`src/rtl/i2c_pkg.sv`:
```
// Shared I2C definitions: arbiter state encoding and default timeout.
// The configuration sequencers use this package as well.
package i2c_pkg;

   typedef enum logic [1:0] {
      ST_IDLE = 2'd0,
      ST_GNT0 = 2'd1,
      ST_GNT1 = 2'd2
   } arb_state_t;

   localparam int TIMEOUT_DEF = 4096;
   localparam int TO_W_DEF    = 13;

   // One-hot owner code for a given arbiter state (bit 0 = m0, bit 1 = m1).
   function automatic logic [1:0] grant_onehot(input arb_state_t st);
      logic [1:0] oh;
      oh = 2'b00;
      case (st)
         ST_GNT0: oh = 2'b01;
         ST_GNT1: oh = 2'b10;
         default: oh = 2'b00;
      endcase
      return oh;
   endfunction

endpackage

```
`src/rtl/i2c_wb_arbiter.sv`:
```
// Two-requester Wishbone arbiter in front of the shared I2C master core.
// The grant is locked for as long as the owner holds cyc, so multi-access
// I2C transactions are never interleaved. A stuck slave is escaped with a
// timeout that aborts the owner, and that requester stays locked out until
// it drops cyc.
module i2c_wb_arbiter
   import i2c_pkg::*;
#(
   parameter int TIMEOUT = TIMEOUT_DEF,
   parameter int TO_W    = TO_W_DEF
) (
   input  logic       clk,
   input  logic       rst,
   input  logic [2:0] m0_adr,
   input  logic [7:0] m0_dat_o,
   input  logic       m0_we,
   input  logic       m0_stb,
   input  logic       m0_cyc,
   output logic [7:0] m0_dat_i,
   output logic       m0_ack,
   output logic       m0_err,
   input  logic [2:0] m1_adr,
   input  logic [7:0] m1_dat_o,
   input  logic       m1_we,
   input  logic       m1_stb,
   input  logic       m1_cyc,
   output logic [7:0] m1_dat_i,
   output logic       m1_ack,
   output logic       m1_err,
   output logic [2:0] s_adr,
   output logic [7:0] s_dat_o,
   output logic       s_we,
   output logic       s_stb,
   output logic       s_cyc,
   input  logic [7:0] s_dat_i,
   input  logic       s_ack,
   output logic [1:0] owner
);

   localparam logic [TO_W-1:0] TO_LIM = TO_W'(TIMEOUT);

   arb_state_t      r_state;
   logic [1:0]      r_owner;
   logic            r_last;     // 1: m1 was granted last, 0: m0 was
   logic [TO_W-1:0] r_to_cnt;
   logic [1:0]      r_lock;

   logic w_own0;
   logic w_own1;
   logic w_own_cyc;
   logic w_own_stb;
   logic w_timeout;
   logic w_release;
   logic w_req0;
   logic w_req1;

   assign w_own0 = (r_state == ST_GNT0);
   assign w_own1 = (r_state == ST_GNT1);

   // A requester is eligible only while it is not serving a timeout lockout.
   assign w_req0 = m0_cyc & ~r_lock[0];
   assign w_req1 = m1_cyc & ~r_lock[1];

   // Forward the owner's bus signals to the slave; everything is zero when idle.
   always_comb begin
      s_adr     = '0;
      s_dat_o   = '0;
      s_we      = 1'b0;
      w_own_cyc = 1'b0;
      w_own_stb = 1'b0;
      if (w_own0) begin
         s_adr     = m0_adr;
         s_dat_o   = m0_dat_o;
         s_we      = m0_we;
         w_own_cyc = m0_cyc;
         w_own_stb = m0_stb;
      end else if (w_own1) begin
         s_adr     = m1_adr;
         s_dat_o   = m1_dat_o;
         s_we      = m1_we;
         w_own_cyc = m1_cyc;
         w_own_stb = m1_stb;
      end
   end

   // A coincident slave ack beats the timeout, so ack and err never overlap.
   assign w_timeout = (w_own0 | w_own1) & w_own_cyc & ~s_ack & (r_to_cnt == TO_LIM);
   assign w_release = (w_own0 | w_own1) & (~w_own_cyc | w_timeout);

   // stb is qualified by cyc so a release with stb still high is clean.
   assign s_cyc = w_own_cyc & ~w_timeout;
   assign s_stb = w_own_stb & w_own_cyc & ~w_timeout;

   assign m0_ack   = w_own0 & s_ack;
   assign m1_ack   = w_own1 & s_ack;
   assign m0_err   = w_own0 & w_timeout;
   assign m1_err   = w_own1 & w_timeout;
   assign m0_dat_i = w_own0 ? s_dat_i : 8'h00;
   assign m1_dat_i = w_own1 ? s_dat_i : 8'h00;

   assign owner = r_owner;

   // Grant FSM with round-robin tie break, timeout counter and lockouts.
   always_ff @(posedge clk or negedge rst) begin
      if (!rst) begin
         r_state  <= ST_IDLE;
         r_owner  <= 2'b00;
         r_last   <= 1'b1;
         r_to_cnt <= '0;
         r_lock   <= 2'b00;
      end else begin
         r_lock[0] <= (w_timeout & w_own0) | (r_lock[0] & m0_cyc);
         r_lock[1] <= (w_timeout & w_own1) | (r_lock[1] & m1_cyc);
         case (r_state)
            ST_IDLE: begin
               r_to_cnt <= '0;
               if (w_req0 && (!w_req1 || r_last)) begin
                  r_state <= ST_GNT0;
                  r_owner <= grant_onehot(ST_GNT0);
                  r_last  <= 1'b0;
               end else if (w_req1) begin
                  r_state <= ST_GNT1;
                  r_owner <= grant_onehot(ST_GNT1);
                  r_last  <= 1'b1;
               end
            end
            ST_GNT0: begin
               if (w_release) begin
                  r_to_cnt <= '0;
                  if (w_req1) begin
                     r_state <= ST_GNT1;
                     r_owner <= grant_onehot(ST_GNT1);
                     r_last  <= 1'b1;
                  end else begin
                     r_state <= ST_IDLE;
                     r_owner <= grant_onehot(ST_IDLE);
                  end
               end else if (s_ack) begin
                  r_to_cnt <= '0;
               end else begin
                  r_to_cnt <= r_to_cnt + 1'b1;
               end
            end
            ST_GNT1: begin
               if (w_release) begin
                  r_to_cnt <= '0;
                  if (w_req0) begin
                     r_state <= ST_GNT0;
                     r_owner <= grant_onehot(ST_GNT0);
                     r_last  <= 1'b0;
                  end else begin
                     r_state <= ST_IDLE;
                     r_owner <= grant_onehot(ST_IDLE);
                  end
               end else if (s_ack) begin
                  r_to_cnt <= '0;
               end else begin
                  r_to_cnt <= r_to_cnt + 1'b1;
               end
            end
            default: begin
               r_state  <= ST_IDLE;
               r_owner  <= 2'b00;
               r_to_cnt <= '0;
            end
         endcase
      end
   end

endmodule

```
`config.mk`:
```
export PLATFORM = sky130hd
export DESIGN_NAME = i2c_wb_arbiter
export DESIGN_NICKNAME = d
export VERILOG_FILES = /design/src/rtl/i2c_pkg.sv /design/src/rtl/i2c_wb_arbiter.sv
export SDC_FILE = /design/constraint.sdc
export NUM_CORES = 1
export LEC_CHECK = 0
export CELL_PAD_IN_SITES_DETAIL_PLACEMENT = 1
export CELL_PAD_IN_SITES_GLOBAL_PLACEMENT = 1
export CORE_MARGIN = 2
export CORE_UTILIZATION = 25
export CTS_BUF_LIST = sky130_fd_sc_hd__clkbuf_8
export DETAILED_ROUTE_END_ITERATION = 10
export PLACE_DENSITY_LB_ADDON = 0.1
export SETUP_SLACK_MARGIN = 0.02
export SYNTH_ARGS = -nofsm -noshare
export SYNTH_HDL_FRONTEND = slang
export SYNTH_SLANG_ARGS = --single-unit
export TNS_END_PERCENT = 100
```
`constraint.sdc`:
```
create_clock -name clk -period 1.87 [get_ports clk]
set_clock_uncertainty 0.2 [all_clocks]
set_input_delay 0.374 -clock clk [delete_from_list [all_inputs] [get_ports clk]]
set_output_delay 0.374 -clock clk [all_outputs]
set_load 0.05 [all_outputs]
```
==> results of run 1 <==
-- layer usage --
layer  up-vias  track usage [%]  routed length, µm
li1        761                -                  -
met3        10             4.03                324
met4         0             7.45                 99
met5         -                0                  0
met1       800             25.8               2580
met2        54             44.6               3790
-- synth_stat cells --
| library cell | count | area (µm²) |
|---|---|---|
| a21o_1 | 2 | 15.0 |
| a22o_2 | 1 | 10.0 |
| nor4b_4 | 1 | 23.8 |
| dfstp_2 | 1 | 26.3 |
| buf_2 | 2 | 10.0 |
| nor4_2 | 1 | 12.5 |
| o21ai_0 | 2 | 10.0 |
| nor2_1 | 18 | 67.6 |
| nand4_1 | 5 | 31.3 |
| nand2_1 | 3 | 11.3 |
| a2bb2oi_1 | 1 | 8.76 |
| and3_1 | 3 | 18.8 |
| nor3_1 | 1 | 5.00 |
| and4_2 | 2 | 20.0 |
| nor4b_2 | 1 | 15.0 |
| clkbuf_1 | 4 | 15.0 |
| buf_4 | 1 | 7.51 |
| nand2b_1 | 2 | 12.5 |
| nand3b_1 | 1 | 7.51 |
| ha_1 | 6 | 75.1 |
| nor2b_1 | 2 | 12.5 |
| a22o_1 | 13 | 114 |
| inv_1 | 7 | 26.3 |
| or2b_2 | 1 | 8.76 |
| a32o_1 | 1 | 10.0 |
| a211o_1 | 1 | 8.76 |
| a21oi_1 | 6 | 30.0 |
| and4_1 | 1 | 8.76 |
| a31oi_1 | 1 | 6.26 |
| nand3_1 | 5 | 25.0 |
| xnor2_1 | 1 | 8.76 |
| and2_1 | 20 | 125 |
| dfrtp_1 | 17 | 425 |
| xor2_1 | 10 | 87.6 |
| a22oi_1 | 1 | 7.51 |
-- repair_timing --
| action | 4_1_cts | 5_1_grt |
|---|---|---|
| endpoints found under the hold margin | 0 | 0 |
| setup buffers | 11 | 10 |
| gates resized for setup | 30 | 30 |
| gates cloned | 3 | 0 |
| setup endpoints to repair | 50 | 51 |
| pin swaps | 5 | 10 |
-- worst max-delay path: stages (launching register included) --
cell and delay, ns:
dfrtp_1 0.41, nor4b_2 0.42, and4_4 0.36, and3_4 0.22, buf_12 0.13
-- logic make-up after synthesis --
family,Yosys count
flops,18
simple gates,67
buf+inv,14
compound gates,29
xor+xnor,11
fa+ha+maj,6
-- path summary, 6_finish.rpt --
check,start,endpoint,slack [ns],cells past startpoint
max in group asynchronous,rst,r_last,0.94,2
hold / removal,rst,r_to_cnt[6],0.25,2
min in group clk,r_last,r_last,0.32,1
setup / recovery,r_to_cnt[4],m1_err,-0.51,4
setup reg to reg,owner[0],owner[1],-0.44,10
hold reg to reg,r_last,r_last,0.32,1
-- sequential cells by signal, summed over array words and instances (netlist names) --
name	count
r_last	1
owner	2
r_lock	2
r_to_cnt	13
-- area by class of cell --
class / instances / area, µm²
fill: 528 / 1800
timing repair buffer: 128 / 1540
sequential: 18 / 454
tap: 70 / 87.6
multi-input combinational: 113 / 1100
clock buffer: 4 / 55.1
inverter: 7 / 33.8
-- layout by cell type (no fill, tap or decap), types with 2 or more instances in the layout --
master and count:
and2_4 18, a21oi_1 4, nor2_1 3, buf_4 41, dfrtp_1 15, nand3_1 4, buf_16 3, ha_4 3
buf_12 27, a22o_2 2, buf_8 5, nand4_1 5, clkdlybuf4s50_1 38, nor2_2 14, a22o_4 11, and2_1 2
a21o_1 2, dfrtp_2 2, buf_6 14, and3_4 2, inv_4 3, nand2_1 3, ha_1 3, xor2_1 10
inv_1 3, clkbuf_8 4
-- metrics by stage --
step	instances	hold slack, ns	utilization, %	TNS, ns	setup slack (ns)
floorplan	145	-0.122	-	-5.65	-0.379
global placement	315	0.272	55.0	-5.32	-0.299
detailed placement	315	0.283	55.0	-6.57	-0.317
CTS	333	0.259	61.6	-12.48	-0.471
global route	340	0.286	64.6	-16.77	-0.591
finish	340	0.255	64.6	-13.72	-0.514
-- power breakdown --
part / switching, W / internal (W)
clock network: 0.000137 / 0.000187
registers: 0.0000415 / 0.000436
logic: 0.00171 / 0.00175
total: 0.00189 / 0.00237
==> flow_summary.json, run 1 <==
{
  "status": "finished with violations",
  "violations": "setup timing",
  "drive_above_1_share_pct": 61.9,
  "mappedNetlistNets": 190,
  "dieWidth_um": 76.3,
  "hpwlAfterDp_um": 4290,
  "yosysWarnings": 0,
  "rsz0062_at_grt": "true",
  "postLayoutCellArea_um2": 3280,
  "die-area_um2": 5820,
  "grt_pass1_wl_um": 10700,
  "numCtsBuffers": 3,
  "grt_pass1_vias": 1888,
  "syn-instance-count": 145,
  "clk_latency_ns": 0.26,
  "slew_violations": 0,
  "synth_compound_area_share_pct": 16.8,
  "io_buffers": 74,
  "ys_ff_latch": 18,
  "leakagePower_nw": 1.46,
  "finalSetupViolCount": 51,
  "avgSynthCellArea_um2": 9.02,
  "route.vias.total": 1625,
  "period_share_pct": 127,
  "p_total_w": 0.00426,
  "synthSimpleGateAreaFrac_pct": 31.0,
  "min_period_ns": 2.38,
  "die_height_um": 76.3,
  "layout_setup_ws_ns": -0.514,
  "cap_violations": 0,
  "coreArea_um2": 5070,
  "max-slew-margin-rel_pct": 75.1,
  "synth_xor_area_share_pct": 7.37,
  "area_delta_synth_final_pct": 151,
  "tightest_slew_ns": 0.373,
  "gp_congestion": 0.775,
  "min-delay-path-class": "input pin to async pin",
  "dr.pass1.iters": 4,
  "synth_top_family_by_area": "simple AND/OR/NAND/NOR gates",
  "initial_core_util_pct": 25.8,
  "power_density_nw_per_um2": 1300,
  "num_io_pins": 75,
  "synth_area_um2": 1310,
  "path_clk_slew_ns": 0.07,
  "grt_usage_pct": 23.3,
  "ant_nets": 0,
  "peakVddDrop_mv": 0.565,
  "grt_max_degree": 19,
  "cts_hold_buffers": 0,
  "seq_area_frac_synth_pct": 34.5,
  "fmax_ghz": 0.419,
  "antenna_cells": 0,
  "overflow": 0,
  "crit_path_end_kind": "output port",
  "clock_path_buffers": 2,
  "cp.required_ns": 1.30,
  "drc": 0,
  "wire_per_inst_um": 20.0,
  "cts-root-buf": "clkbuf_8",
  "place_area_um2": 2790,
  "via_per_inst": 4.78,
  "arrival_ns": 1.81,
  "drt_iter0_drc": 36,
  "cts-htree-levels": 1,
  "clock-sinks": 18,
  "placementRows": 26,
  "cts_tree": "yes",
  "antenna_found_initial": 0,
  "final-hold-violation-count": 0,
  "path_max_fanout": 5,
  "fin_nets": 316,
  "start_kind": "flop",
  "synthMuxAreaShare_pct": 0,
  "crit_type": "flop to output port",
  "yosysUniqueCellTypes": 35,
  "routed_wl_um": 6800,
  "synthAdderAreaFrac_pct": 5.74
}
No activity file was read; power rests on OpenSTA's default activity.
==> run 2, diff against run 1 <==
Settings changed: SLEW_MARGIN set to 20.
==> results of run 2 <==
Same layout as run 1: the final DEF is identical, and so are final timing and power.
